$ cat config.mk
export PLATFORM = sky130hd
export DESIGN_NAME = instr_sequencer_flat
export DESIGN_NICKNAME = d
export VERILOG_FILES = /design/src/rtl/instr_sequencer_if.sv /design/src/rtl/instr_sequencer.sv /design/src/flat_wrapper.sv
export SDC_FILE = /design/constraint.sdc
export NUM_CORES = 1
export LEC_CHECK = 0
export ABC_AREA = 1
export CORE_MARGIN = 2
export CORE_UTILIZATION = 40
export DETAILED_ROUTE_END_ITERATION = 7
export PLACE_DENSITY = 0.69
export SLEW_MARGIN = 0
export SYNTH_ARGS = -nofsm -noshare
export SYNTH_HDL_FRONTEND = slang
export SYNTH_SLANG_ARGS = --single-unit
$ cat constraint.sdc
create_clock -name clk -period 5.1 [get_ports clk]
set_clock_uncertainty 0.05 [all_clocks]
set_input_delay 1.275 -clock clk [delete_from_list [all_inputs] [get_ports clk]]
set_output_delay 1.275 -clock clk [all_outputs]
set_load 0.005 [all_outputs]
$ cat src/rtl/instr_sequencer_if.sv
// Control-unit/memory-side signal bundle of the instruction sequencer.
// The master drives instruction status and requests; the slave is the sequencer.
interface instr_sequencer_if;
  logic [1:0]  wait_cycle;
  logic        werf_in;
  logic        wedmem_in;
  logic        imem_ack;
  logic        halt_req;
  logic        imem_req;
  logic        ir_load;
  logic        pc_en;
  logic        werf_out;
  logic        wedmem_out;
  logic        instr_done;
  logic        halted;
  logic [15:0] retired;

  modport master (
    output wait_cycle, werf_in, wedmem_in, imem_ack, halt_req,
    input  imem_req, ir_load, pc_en, werf_out, wedmem_out, instr_done, halted, retired
  );

  modport slave (
    input  wait_cycle, werf_in, wedmem_in, imem_ack, halt_req,
    output imem_req, ir_load, pc_en, werf_out, wedmem_out, instr_done, halted, retired
  );
endinterface

$ cat src/rtl/instr_sequencer.sv
// Fetch/execute sequencer: walks IDLE -> FETCH -> EXEC, stretches EXEC by
// wait_cycle extra cycles and only lets write strobes through on the final cycle.
module instr_sequencer (
  input  logic             clk,
  input  logic             rst_n,
  instr_sequencer_if.slave bus
);

  typedef enum logic [1:0] {
    IDLE  = 2'd0,
    FETCH = 2'd1,
    EXEC  = 2'd2
  } state_e;

  state_e      state_q, state_d;
  logic [1:0]  cnt_q, cnt_d;
  logic [15:0] retired_q, retired_d;

  logic imem_req, ir_load, pc_en, werf_out, wedmem_out, instr_done, halted;

  always_ff @(posedge clk or negedge rst_n) begin
    if (!rst_n) begin
      state_q   <= IDLE;
      cnt_q     <= 2'd0;
      retired_q <= 16'h0000;
    end else begin
      state_q   <= state_d;
      cnt_q     <= cnt_d;
      retired_q <= retired_d;
    end
  end

  always_comb begin
    state_d    = state_q;
    cnt_d      = cnt_q;
    imem_req   = 1'b0;
    ir_load    = 1'b0;
    pc_en      = 1'b0;
    werf_out   = 1'b1;
    wedmem_out = 1'b1;
    instr_done = 1'b0;
    halted     = 1'b0;

    case (state_q)
      IDLE: begin
        halted = 1'b1;
        if (!bus.halt_req) state_d = FETCH;
      end
      FETCH: begin
        imem_req = 1'b1;
        if (bus.imem_ack) begin
          ir_load = 1'b1;
          cnt_d   = 2'd0;
          state_d = EXEC;
        end
      end
      EXEC: begin
        // Write strobes pass through only on the final cycle, so a stretched
        // instruction still produces a single write.
        if (cnt_q == bus.wait_cycle) begin
          pc_en      = 1'b1;
          werf_out   = bus.werf_in;
          wedmem_out = bus.wedmem_in;
          instr_done = 1'b1;
          cnt_d      = 2'd0;
          state_d    = bus.halt_req ? IDLE : FETCH;
        end else begin
          cnt_d = cnt_q + 2'd1;
        end
      end
      default: begin
        state_d = IDLE;
        cnt_d   = 2'd0;
      end
    endcase

    retired_d = retired_q + {15'd0, instr_done};
  end

  assign bus.imem_req   = imem_req;
  assign bus.ir_load    = ir_load;
  assign bus.pc_en      = pc_en;
  assign bus.werf_out   = werf_out;
  assign bus.wedmem_out = wedmem_out;
  assign bus.instr_done = instr_done;
  assign bus.halted     = halted;
  assign bus.retired    = retired_q;

endmodule

$ cat src/flat_wrapper.sv
// flat-port wrapper written by rule: the top's interface ports become plain ports
module instr_sequencer_flat 
  (clk, rst_n, bus_wait_cycle, bus_werf_in, bus_wedmem_in, bus_imem_ack, bus_halt_req, bus_imem_req, bus_ir_load, bus_pc_en, bus_werf_out, bus_wedmem_out, bus_instr_done, bus_halted, bus_retired);
  instr_sequencer_if bus_i ();
  input  logic clk;
  input  logic rst_n;
  input wire logic [$bits(bus_i.wait_cycle)-1:0] bus_wait_cycle;
  input wire logic [$bits(bus_i.werf_in)-1:0] bus_werf_in;
  input wire logic [$bits(bus_i.wedmem_in)-1:0] bus_wedmem_in;
  input wire logic [$bits(bus_i.imem_ack)-1:0] bus_imem_ack;
  input wire logic [$bits(bus_i.halt_req)-1:0] bus_halt_req;
  output wire logic [$bits(bus_i.imem_req)-1:0] bus_imem_req;
  output wire logic [$bits(bus_i.ir_load)-1:0] bus_ir_load;
  output wire logic [$bits(bus_i.pc_en)-1:0] bus_pc_en;
  output wire logic [$bits(bus_i.werf_out)-1:0] bus_werf_out;
  output wire logic [$bits(bus_i.wedmem_out)-1:0] bus_wedmem_out;
  output wire logic [$bits(bus_i.instr_done)-1:0] bus_instr_done;
  output wire logic [$bits(bus_i.halted)-1:0] bus_halted;
  output wire logic [$bits(bus_i.retired)-1:0] bus_retired;
  assign bus_i.wait_cycle = bus_wait_cycle;
  assign bus_i.werf_in = bus_werf_in;
  assign bus_i.wedmem_in = bus_wedmem_in;
  assign bus_i.imem_ack = bus_imem_ack;
  assign bus_i.halt_req = bus_halt_req;
  assign bus_imem_req = bus_i.imem_req;
  assign bus_ir_load = bus_i.ir_load;
  assign bus_pc_en = bus_i.pc_en;
  assign bus_werf_out = bus_i.werf_out;
  assign bus_wedmem_out = bus_i.wedmem_out;
  assign bus_instr_done = bus_i.instr_done;
  assign bus_halted = bus_i.halted;
  assign bus_retired = bus_i.retired;
  instr_sequencer u_core (.clk(clk), .rst_n(rst_n), .bus(bus_i));
endmodule
==> results.ini <==
[synth]
yosys_warnings = 0
synth_top_cells_by_count = nand2_1, dfrtp_1, inv_1
ys_dominant_reg_cell = dfrtp_1
synth_cells = 134
ys_types = 18
synth.most_common_cell = nand2_1
synth_area_sq_um = 1086
ys_seq_area_share_pct = 46.08
async_flop_share_pct = 100.0
avgSynthCellArea_sq_um = 8.105
ys_seq_elements = 20
synth_top_area_share_pct = 46.08
synth-edff-count = 0
synth_top_cells_by_area = dfrtp_1, nand2_1, inv_1
synth_largest_area_cell = dfrtp_1
synth_nets = 145

[global_route]
overflow = 0
grt_max_degree = 21
grt_first_pass_wirelength_um = 3912
grt.total_usage_pct = 15.57
grt_pass1_vias = 957
antenna_found_initial = 0

[floorplan]
rows = 18
start_util_pct = 43.06
fp.dieW_um = 56.11
io_pins = 31
die_area_sq_um = 3148
die_h_um = 56.11
core_sq_um = 2522

[critical_path]
critPathKind = input port to output pin
cp_max_fo = 6
arrival_ns = 3.00
cp-startpoint = bus_wait_cycle[0]
worst_ep_required_time_ns = 3.77
r2r-start = u_core.cnt_q[1]
cp-end-kind = output pin
startpoint_type = input port

[sta]
fmax_ghz = 0.2313
final.setup.tns_ns = 0
maxSlewHeadroom_pct = 41.34
final.setup.worst_slack_ns = 0.7763
period_minus_slack_ns = 4.324
final_hold_viol_count = 0
rsz0062_at_grt = false
holdWs_ns = 0.4781
drv_slew = 0
finalSetupViolCount = 0
worst_pin_slew_ns = 0.8771
period_share_pct = 84.78

[placed_design]
dp_hpwl_um = 1795
dp_cells = 193
dpl_worst_slack_ns = 0.7888
io_buffers = 30
gp_congestion = 0.7563

[drt]
via_count = 932
routed_wl_um = 2266
viasPerCell = 4.731
drc = 0
routedWlPerCell_um = 11.50
drtIter0Drc = 10
drt_first_pass_iters = 4
ant_nets = 0

[power]
p_leak_nw = 0.6527
power_density_nw_per_um2 = 304.2
peakVddDrop_v = 0.0002442

[hold_path]
min_from = u_core.bus.retired[6]
holdCritPathClass = flop to flop

[clock_network]
clk_pin_slew_ns = 0.11
clockBufferDepth = 2
hold_buffers = 0
root_buffer = clkbuf_4
cts_num_sinks = 20
clk_latency_ns = 0.30
cts_buffers = 3
h-tree-depth = 1
cts_resized = 0
postCtsSetupRepairBufs = 0
tritoncts = yes

[cells_and_area]
antenna_cells = 0
drive_above_1_share_pct = 12.57
syn_to_final_growth_pct = 33.76
fin_cells = 197
final_nets = 179

[status]
status = finished clean

[run]
drv_cap = 0

metal layers:
| metal | GRT usage [%] | vias to the layer above | routed length (um) | share of wire, % |
|---|---|---|---|---|
| li1 | - | 480 | - | - |
| met1 | 18.92 | 417 | 1039 | 46 |
| met2 | 26.89 | 31 | 1075 | 47 |
| met3 | 3.023 | 4 | 118 | 5.2 |
| met4 | 6.122 | 0 | 33 | 1.5 |
| met5 | 0 | - | 0 | 0 |
registers in the layout, indices dropped and copies added, names as in the netlist:
signal              flops
u_core.bus.retired     16
u_core.state_q          2
u_core.cnt_q            2
worst paths after layout:
kind | to | slack (ns) | depth (start not counted)
setup / recovery | bus_pc_en | 0.78 | 6
max in group asynchronous | u_core.bus.retired[1] | 3.06 | 1
setup reg to reg | u_core.bus.retired[14] | 2.81 | 12
hold / removal | u_core.bus.retired[6] | 0.48 | 1
min in group asynchronous | u_core.bus.retired[13] | 1.41 | 1
hold reg to reg | u_core.bus.retired[6] | 0.48 | 1
through the flow:
step	utilization (%)	total power (W)	cell area (sq um)
floorplan	-	0.0002779	1086
global placement	56.15	0.0003458	1416
detailed placement	56.15	0.0003515	1416
CTS	57.59	0.0004464	1453
global route	57.59	0.0004715	1453
finish	57.59	0.0004419	1453
logic make-up (layout without fill, tap and decap cells):
logic type | Yosys count | count (layout) | share of synthesized area, %
AO/OA/AOI/OAI | 6 | 6 | 2.764
buffers and inverters | 18 | 51 | 6.567
flip-flops | 20 | 20 | 46.08
adder cells (fa/ha/maj) | 3 | 3 | 3.457
XOR/XNOR | 9 | 9 | 7.258
AND/OR/NAND/NOR | 78 | 78 | 33.87
critical path, stage by stage:
cell             delay, ns
clkdlybuf4s50_1       0.48
nand2_1               0.06
nand2_1               0.06
nand2_1               0.13
nor3_1                0.40
clkdlybuf4s50_1       0.59
power breakdown:
group          leakage, nW  switching (W)  internal, W
logic                0.365      0.0000666    0.0000721
registers            0.266      0.0000280     0.000182
clock network       0.0210      0.0000495    0.0000436
total                0.653       0.000144     0.000298
final cells by class:
class / instances / area [sq um]
well taps: 30 / 37.54
flip-flops and latches: 20 / 500.5
clock buffers: 4 / 36.28
inverters: 17 / 63.81
fillers: 250 / 1070
repair buffers: 30 / 300.3
multi-input cells: 96 / 514.2
placed cells by master, fill, tap and decap left out, drive strengths merged:
master	synthesis	layout
nand4	4	4
ha	3	3
clkbuf	0	4
dfrtp	20	20
nor3	1	1
nand3	9	9
o21ai	6	6
xnor2	3	3
inv	17	17
nor2	21	21
xor2	6	6
nand2	43	43
clkdlybuf4s50	0	30
No activity file was read; power rests on OpenSTA's default activity.
